--- src/rtl/seq_match_ctrl.sv ---
// Programmable serial pattern matcher: loads a pattern of up to MAX_LEN bits,
// then scans one bounded frame of a valid-qualified bit stream, pulsing z per hit.
module seq_match_ctrl #(
    parameter int MAX_LEN = 8,
    parameter int LEN_W   = 4,
    parameter int FRAME_W = 16,
    parameter int CNT_W   = 8
) (
    input  logic               clk,
    input  logic               reset_n,
    input  logic               cfg_valid,
    output logic               cfg_ready,
    input  logic [MAX_LEN-1:0] cfg_pattern,
    input  logic [LEN_W-1:0]   cfg_len,
    input  logic               cfg_overlap,
    input  logic               start,
    input  logic [FRAME_W-1:0] frame_len,
    input  logic               x,
    input  logic               x_valid,
    output logic               x_ready,
    output logic               z,
    output logic [CNT_W-1:0]   match_cnt,
    output logic               done,
    output logic               busy,
    output logic               err
);

    typedef enum logic [1:0] {
        IDLE = 2'd0,
        RUN  = 2'd1,
        DONE = 2'd2
    } state_t;

    localparam logic [LEN_W-1:0] MAX_LEN_L = LEN_W'(MAX_LEN);

    state_t               r_state;
    state_t               w_state_nxt;

    logic [MAX_LEN-1:0]   r_pattern;
    logic [LEN_W-1:0]     r_len;
    logic                 r_overlap;
    logic                 r_cfg_loaded;
    logic                 r_err;

    logic [FRAME_W-1:0]   r_frame_len;
    logic [FRAME_W-1:0]   r_bitcnt;
    logic [MAX_LEN-1:0]   r_hist;
    logic [LEN_W-1:0]     r_fill;
    logic [CNT_W-1:0]     r_cnt;
    logic                 r_z;

    logic                 w_cfg_wr;
    logic                 w_cfg_legal;
    logic                 w_loaded_eff;
    logic                 w_start;
    logic                 w_frame_empty;
    logic                 w_accept;
    logic [MAX_LEN-1:0]   w_hist_nxt;
    logic [LEN_W-1:0]     w_fill_nxt;
    logic [FRAME_W-1:0]   w_bitcnt_nxt;
    logic [MAX_LEN-1:0]   w_mask;
    logic                 w_match;

    assign w_cfg_wr     = cfg_valid && (r_state == IDLE);
    assign w_cfg_legal  = (cfg_len != '0) && (cfg_len <= MAX_LEN_L);
    // A legal write in the same cycle as start arms the frame even from an empty config.
    assign w_loaded_eff = (w_cfg_wr && w_cfg_legal) || r_cfg_loaded;
    assign w_start      = (r_state == IDLE) && start && w_loaded_eff;

    // Only a zero-length frame can sit in RUN with bitcnt already at frame_len.
    assign w_frame_empty = (r_bitcnt == r_frame_len);
    assign w_accept      = (r_state == RUN) && x_valid && !w_frame_empty;

    assign w_hist_nxt   = {r_hist[MAX_LEN-2:0], x};
    assign w_fill_nxt   = (r_fill == MAX_LEN_L) ? r_fill : r_fill + 1'b1;
    assign w_bitcnt_nxt = r_bitcnt + 1'b1;
    assign w_mask       = ~({MAX_LEN{1'b1}} << r_len);
    assign w_match      = (w_fill_nxt >= r_len) && (((w_hist_nxt ^ r_pattern) & w_mask) == '0);

    always_ff @(posedge clk or negedge reset_n) begin
        if (!reset_n) begin
            r_state <= IDLE;
        end else begin
            r_state <= w_state_nxt;
        end
    end

    // NOTE: next-state gets a default first so no path through the case infers a latch.
    always_comb begin
        w_state_nxt = r_state;
        case (r_state)
            IDLE:    if (w_start) w_state_nxt = RUN;
            RUN:     if (w_frame_empty || (w_accept && (w_bitcnt_nxt == r_frame_len)))
                         w_state_nxt = DONE;
            DONE:    w_state_nxt = IDLE;
            default: w_state_nxt = IDLE;
        endcase
    end

    // NOTE: all sequential state uses non-blocking assignments so every register sees pre-edge values.
    always_ff @(posedge clk or negedge reset_n) begin
        if (!reset_n) begin
            r_pattern    <= '0;
            r_len        <= '0;
            r_overlap    <= 1'b0;
            r_cfg_loaded <= 1'b0;
            r_err        <= 1'b0;
            r_frame_len  <= '0;
            r_bitcnt     <= '0;
            r_hist       <= '0;
            r_fill       <= '0;
            r_cnt        <= '0;
            r_z          <= 1'b0;
        end else begin
            r_z <= w_accept && w_match;

            if (w_cfg_wr) begin
                if (w_cfg_legal) begin
                    r_pattern    <= cfg_pattern;
                    r_len        <= cfg_len;
                    r_overlap    <= cfg_overlap;
                    r_cfg_loaded <= 1'b1;
                    r_err        <= 1'b0;
                end else begin
                    r_err <= 1'b1;
                end
            end

            if (w_start) begin
                r_frame_len <= frame_len;
                r_bitcnt    <= '0;
                r_hist      <= '0;
                r_fill      <= '0;
                r_cnt       <= '0;
            end

            if (w_accept) begin
                r_hist   <= w_hist_nxt;
                r_bitcnt <= w_bitcnt_nxt;
                // Non-overlapping mode discards the consumed bits after a hit.
                r_fill   <= (w_match && !r_overlap) ? '0 : w_fill_nxt;
                if (w_match && (r_cnt != '1)) begin
                    r_cnt <= r_cnt + 1'b1;
                end
            end
        end
    end

    assign cfg_ready = (r_state == IDLE);
    assign x_ready   = (r_state == RUN);
    assign busy      = (r_state == RUN) || (r_state == DONE);
    assign done      = (r_state == DONE);
    assign z         = r_z;
    assign match_cnt = r_cnt;
    assign err       = r_err;

endmodule

--- config.mk ---
export PLATFORM = sky130hd
export DESIGN_NAME = seq_match_ctrl
export DESIGN_NICKNAME = d
export VERILOG_FILES = /design/src/rtl/seq_match_ctrl.sv
export SDC_FILE = /design/constraint.sdc
export NUM_CORES = 1
export LEC_CHECK = 0
export CAP_MARGIN = 15
export CORE_MARGIN = 1.5
export CORE_UTILIZATION = 51
export CTS_CLUSTER_SIZE = 40
export DETAILED_ROUTE_END_ITERATION = 10
export PLACE_DENSITY_LB_ADDON = 0.1
export SLEW_MARGIN = 20
export SYNTH_ARGS = -nofsm -noshare
export SYNTH_HDL_FRONTEND = slang
export SYNTH_SLANG_ARGS = --single-unit
export TNS_END_PERCENT = 30
--- constraint.sdc ---
create_clock -name clk -period 2.5 [get_ports clk]
set_input_delay 0.25 -clock clk [delete_from_list [all_inputs] [get_ports clk]]
set_output_delay 0.25 -clock clk [all_outputs]
set_load 0.05 [all_outputs]
# After elaboration in Yosys (flattened, before gate mapping)
# Cells that the tools add are included.
dict set report totals {
  memories 0
  in_bits 35
  ram_bits 0
  mem_bits_ro 0
  ff_bits 69
  latchBits 0
  out_inout_bits 14
  elab_cells 67
}
dict set report op_classes {
  n_addsub 3
  mul 0
  shifts 1
  reduce_logical 23
  n_div 0
  n_eq_ne 8
  muxes 15
  n_bitwise 3
  order_cmp 2
}
# operator count
set op_table {}
lappend op_table {{16-bit == test} 2}
lappend op_table {{16-bit two-way mux} 2}
lappend op_table {{8-bit two-way mux} 3}
lappend op_table {{16-bit by 1-bit adder with 16-bit output, second input constant} 1}
lappend op_table {{4-bit two-way mux} 4}
lappend op_table {{7-bit two-way mux} 2}
lappend op_table {{1-bit logical AND} 12}
lappend op_table {{8-bit by 1-bit adder with 8-bit output, second input constant} 1}
lappend op_table {{8-bit AND} 1}
lappend op_table {{8-bit logical NOT} 1}
lappend op_table {{8-bit != test, second input constant} 1}
lappend op_table {{8-bit NOT} 1}
lappend op_table {{8-bit by 4-bit left shift with 8-bit output, first input constant} 1}
lappend op_table {{8-bit bitwise XOR} 1}
lappend op_table {{4-bit by 1-bit adder with 4-bit output, second input constant} 1}
lappend op_table {{4-bit == test, second input constant} 1}
lappend op_table {{4-bit >= comparator} 1}
lappend op_table {{4-bit less-or-equal comparator, second input constant} 1}
lappend op_table {{2-bit two-way mux} 2}
lappend op_table {{2-bit by 1-bit != test with 1-bit output, second input constant} 2}
lappend op_table {{2-bit one-hot mux with 2 select lines} 1}
lappend op_table {{2-bit AND reduction} 2}
lappend op_table {{4-bit nonzero test} 1}
lappend op_table {{1-bit logical OR} 3}
lappend op_table {{other kinds (6)} 7}

# Logic depth before layout (Yosys ltp)
dict set report depth {
  ltp_word 8
  ltp_mapped 14
  ltp_nobuf 13
}

# Worst setup path before layout
# OpenSTA, ideal clock, no wires.
dict set report synth_path {
  path_type {register to register}
  startpoint {reg r_fill[0]}
  endpoint {reg r_cnt[5] (netlist: match_cnt[5])}
  arrival_time_ns 2.419
  path_stages_with_launch 15
  period_less_slack_ns 2.489
  required_time_ns 2.430
  setup_slack_ns 0.011
  path_cell_list {dfrtp_1 inv_1 ha_1 nand2_1 nor2_1 xnor2_1 ha_1 nand2b_1 a21o_1 a21o_1 a21oi_1 or3_1 buf_6 or3_1 nand3_1}
}
dict set report synth_via {
  elab_chain_cells 7
  elab_cells_between_ends 8
  cone_classes {add/sub (1); order compare (1); eq/ne (1); mux (3); reduce/logical (2)}
}
# item line_no
set synth_lines {}
lappend synth_lines {{start: declaration} 48} ;# logic [LEN_W-1:0] r_fill;
lappend synth_lines {{start signal: assignment} 141} ;# r_fill <= (w_match && !r_overlap) ? '0 : w_fill_nxt;
lappend synth_lines {{4-bit by 1-bit adder with 4-bit output / 4-bit == test (equally long branches)} 75} ;# assign w_fill_nxt = (r_fill == MAX_LEN_L) ? r_fill : r_fill + 1'b1;
lappend synth_lines {{4-bit two-way mux (*)} 75}
lappend synth_lines {{4-bit >= comparator (*)} 78} ;# assign w_match = (w_fill_nxt >= r_len) && (((w_hist_nxt ^ r_pattern) & w_mask) == '0);
lappend synth_lines {{1-bit logical AND (*)} 78}
lappend synth_lines {{1-bit logical AND (*)} 142} ;# if (w_match && (r_cnt != '1)) begin
lappend synth_lines {{8-bit two-way mux (*)} 142}
lappend synth_lines {{8-bit two-way mux (*)} 137} ;# if (w_accept) begin
lappend synth_lines {{end signal: assignment} 143} ;# r_cnt <= r_cnt + 1'b1;
lappend synth_lines {{end: declaration} 49} ;# logic [CNT_W-1:0] r_cnt;
# Every way passes the cells marked *; elsewhere a longest branch is shown, timed or not.
# A chain may end at the register's enable or synchronous reset.

# Final worst setup path
dict set report layout_path {
  startpoint {reg r_fill[0]}
  endpoint {reg r_cnt[3] (netlist: match_cnt[3])}
}
# The elaborated chain is that of the path after synthesis.

==> qor.txt <==
Post-synth EDFFs: 0
TritonCTS Sinks: 69
Initial drt markers: 196
Port Buf Inserts: 48
Switching Share: 0.3932
Vias in the first global route: 3427
Reg2reg start: r_fill[0]$_DFFE_PN0P_
Clock buffer count from CTS: 9
Row count: 32
Final cell area excluding filler cells: 5259 um^2
I/O pin count: 49
Initial core utilization: 0.5278
Clock power share: 0.194
Worst Setup EP: match_cnt[3]$_DFF_PN0_
Post-route minimum period: 2.547 ns
Worst setup margin: -0.04729 ns
Worst vdd ir: 0.5914 mV
TritonCTS clock tree: built
Mux cell area share after synthesis: 0.04356
H-tree depth: 3
Mapped cell area: 4079 um^2
Share of cells above drive strength 1: 0.2117
Max-cap violation count: 0
Synth area leader: dfrtp_1
Placed Area: 4807 um^2
Top cells by area, synth: dfrtp_1 (42%), nand2_1 (7.7%), xnor2_1 (4.1%)
Clock skew: 0.008471 ns
Leak: 2.314 nW
Net Count, Synth: 476
Post-synthesis simple-gate area fraction: 0.2230
Required time of the critical path: 2.78 ns
Top_reg_cell synth: dfrtp_1
Seq/Total Area, Yosys: 0.4233
All-Layer GR Usage: 0.2415
Yosys cell types: 67
Fin util: 0.6805
Final ANT Viol Nets: 0
Setup violations, final: 5
Slowest library cell on the worst path: or3_4
Drt via density: 5.715
Core ar.: 7727 um^2
Max FO, Critical Path: 7
Cells after Synth: 430
Clk buf depth: 2
Final setup TNS: -0.1771 ns
Layout Cells excl Fill: 617
Total power: 5.283 mW
Synth warnings: 0
GR Layer Usage met2: 0.3866
GPL Wtd Cong: 0.8961
Worst relative slew slack: 0.5586
Area delta synth->final: 28.93%
Setup crit start kind: register
Wire length per cell: 16.14 um
Final HPWL DP: 6.965 mm
Synth async-reset ratio: 1.000
Met1 GRT Util: 0.3268
Final Max Tran Viols: 0
GRT busiest layer: met2
DRC: 0
Pre-antenna DRT Iters: 5
Critical path, cell by cell: inv_2 > ha_4 > nand2_4 > nor2_4 > xnor2_2 > ha_1 > nand2b_4 > a21o_1 > a21o_1 > a21oi_4 > or3_4 > or3_1 > nand3_1
Final Hold Viols: 0
Min-Delay Startpoint: frame_len[8]
Achievable frequency: 392.6 MHz
Largest family of logic cells by synthesized area: simple AND/OR/NAND/NOR gates
GRT met3 Usage: 0.04926
Share of power burned in registers: 0.338
Switching power of the nets: 2.077 mW
Int Pwr: 3.206 mW
Nets: 556
Avg Inst Size Synth: 9.486 um^2
Adder-cell share of the synthesized area: 0.03374
Number of placed instances, taps included: 590
Routed WL: 9.958 mm
Root buffer cell: clkbuf_8
Slew @ Worst Pin: 0.6621 ns
GR Overflow Total: 0
Most frequent CP cell: a21o_1
Crit Path Class: register to register
Critical path's largest stage delay: 0.45 ns
Hold WS: 0.4259 ns
Synth Area in Compound Gates: 0.1512
Routed vias: 3526
Power Dens Cells: 1005 nW/um^2
Setup crit end kind: register
Die height: 92.43 um
Crit path launch: r_fill[0]$_DFFE_PN0P_
R2r setup slk: -0.05 ns
Initial antenna violation count: 0
Failing checks: setup timing
Ant diodes: 0
Synth Area in XOR/XNOR: 0.07485
Worst path arrival time: 2.83 ns
Share of Yosys cell area claimed by the top area cell type: 0.4233
Largest net degree at the start of global routing: 70
Critical R2R Capture: match_cnt[3]$_DFF_PN0_
Final period utilization: 1.019
DP Worst Slack: -0.2502 ns
Register-to-Register Path Depth: 13
Worst-path clk slew: 0.07 ns
RSZ-0062 raised after global routing: true
First-pass GRT wire length: 16.22 mm
Die Width: 92.43 um
Worst min path class: primary input to register
Worst skew pair latency: 0.35 ns
Yosys reg bits: 69
Status: finished, violations left
Die footprint: 8543 um^2
Comb power frac: 0.469
==> Yosys cell counts, drive strengths merged, types with 4 or more instances <==
| library cell | count |
|---|---|
| nor3 | 10 |
| a21oi | 11 |
| nand2b | 5 |
| o21ai | 30 |
| nor2 | 14 |
| xnor2 | 19 |
| a22o | 8 |
| nand2 | 84 |
| and3 | 5 |
| or3 | 5 |
| xor2 | 15 |
| a21o | 4 |
| nor4 | 5 |
| inv | 8 |
| buf | 12 |
| nand3 | 20 |
| a211oi | 4 |
| ha | 11 |
| mux2i | 5 |
| o31ai | 9 |
| clkbuf | 12 |
| mux2 | 11 |
| and2 | 6 |
| dfrtp | 69 |
| nand4 | 7 |
==> state kept, by name (all words and copies together) (netlist names), 2 cells and up <==
name and flops:
r_state 2, r_frame_len 16, r_len 4, r_fill 4, r_pattern 8, r_hist 7
match_cnt 8, r_bitcnt 16
==> layout by cell type, fill, tap and decap left out, types with 10 or more instances in the layout <==
cell             instances
buf_4                   38
clkbuf_8                10
clkdlybuf4s50_1         47
dfrtp_1                 66
ha_1                    10
mux2_2                  10
nand2_1                 82
nand3_1                 18
nor2_1                  12
o21ai_0                 26
xnor2_1                 18
xor2_1                  14
==> worst min-delay path by stage <==
stage / to / cells past startpoint
detailed placement: r_pattern[2]$_DFFE_PN0P_ / 2
global route: r_frame_len[13]$_DFFE_PN0P_ / 3
global placement: r_pattern[2]$_DFFE_PN0P_ / 2
floorplan: err$_DFFE_PN0P_ / 0
CTS: r_frame_len[1]$_DFFE_PN0P_ / 3
finish: r_frame_len[8]$_DFFE_PN0P_ / 3
==> metal layers <==
metal,share of wire,routed length (um)
met5,0,0
met2,0.48,4797
met4,0.017,165
met1,0.46,4606
met3,0.039,388
==> cell families (layout without fill, tap and decap cells) <==
kind of cell / count (synthesis) / count (layout)
AO/OA/AOI/OAI: 91 / 91
flip-flops: 69 / 69
buffers and inverters: 33 / 118
multiplexers: 16 / 16
XOR/XNOR: 34 / 34
AND/OR/NAND/NOR: 176 / 176
adder cells (fa/ha/maj): 11 / 11
==> what timing repair did <==
item,in CTS,in global routing
setup endpoints to repair,11,34
setup buffers,4,6
pin swaps,9,13
resized for setup,8,25
gates cloned,0,1
hold buffers,1,0
endpoints found under the hold margin,69,0
==> worst max-delay path: cells and delay by family, from the launching register on <==
family                   cells  cell delay (ns)
AO/OA/AOI/OAI                3             0.35
XOR/XNOR                     1             0.08
adder cells (fa/ha/maj)      2             0.42
buffers and inverters        1             0.09
flip-flops                   1             0.40
AND/OR/NAND/NOR              6             1.14
==> final cells by class <==
class | instances | area, um^2
tap | 102 | 127.6
clock buffer | 10 | 137.6
fill | 602 | 2469
clock inverter | 6 | 86.33
sequential | 69 | 1730
inverter | 8 | 30.03
timing repair buffer | 94 | 898.4
multi-input combinational | 328 | 2248
==> power groups by stage <==
stage	sequential, mW	clock (mW)	combinational [mW]
6_report	1.78	1.02	2.48
5_1_grt	1.83	1.09	2.72
4_1_cts	1.77	1.04	2.28
3_5_place_dp	1.79	0	2.19
3_3_place_gp	1.78	0	2.14
2_1_floorplan	1.76	0	1.46
Note: power is estimated with default switching activity, not from simulation.
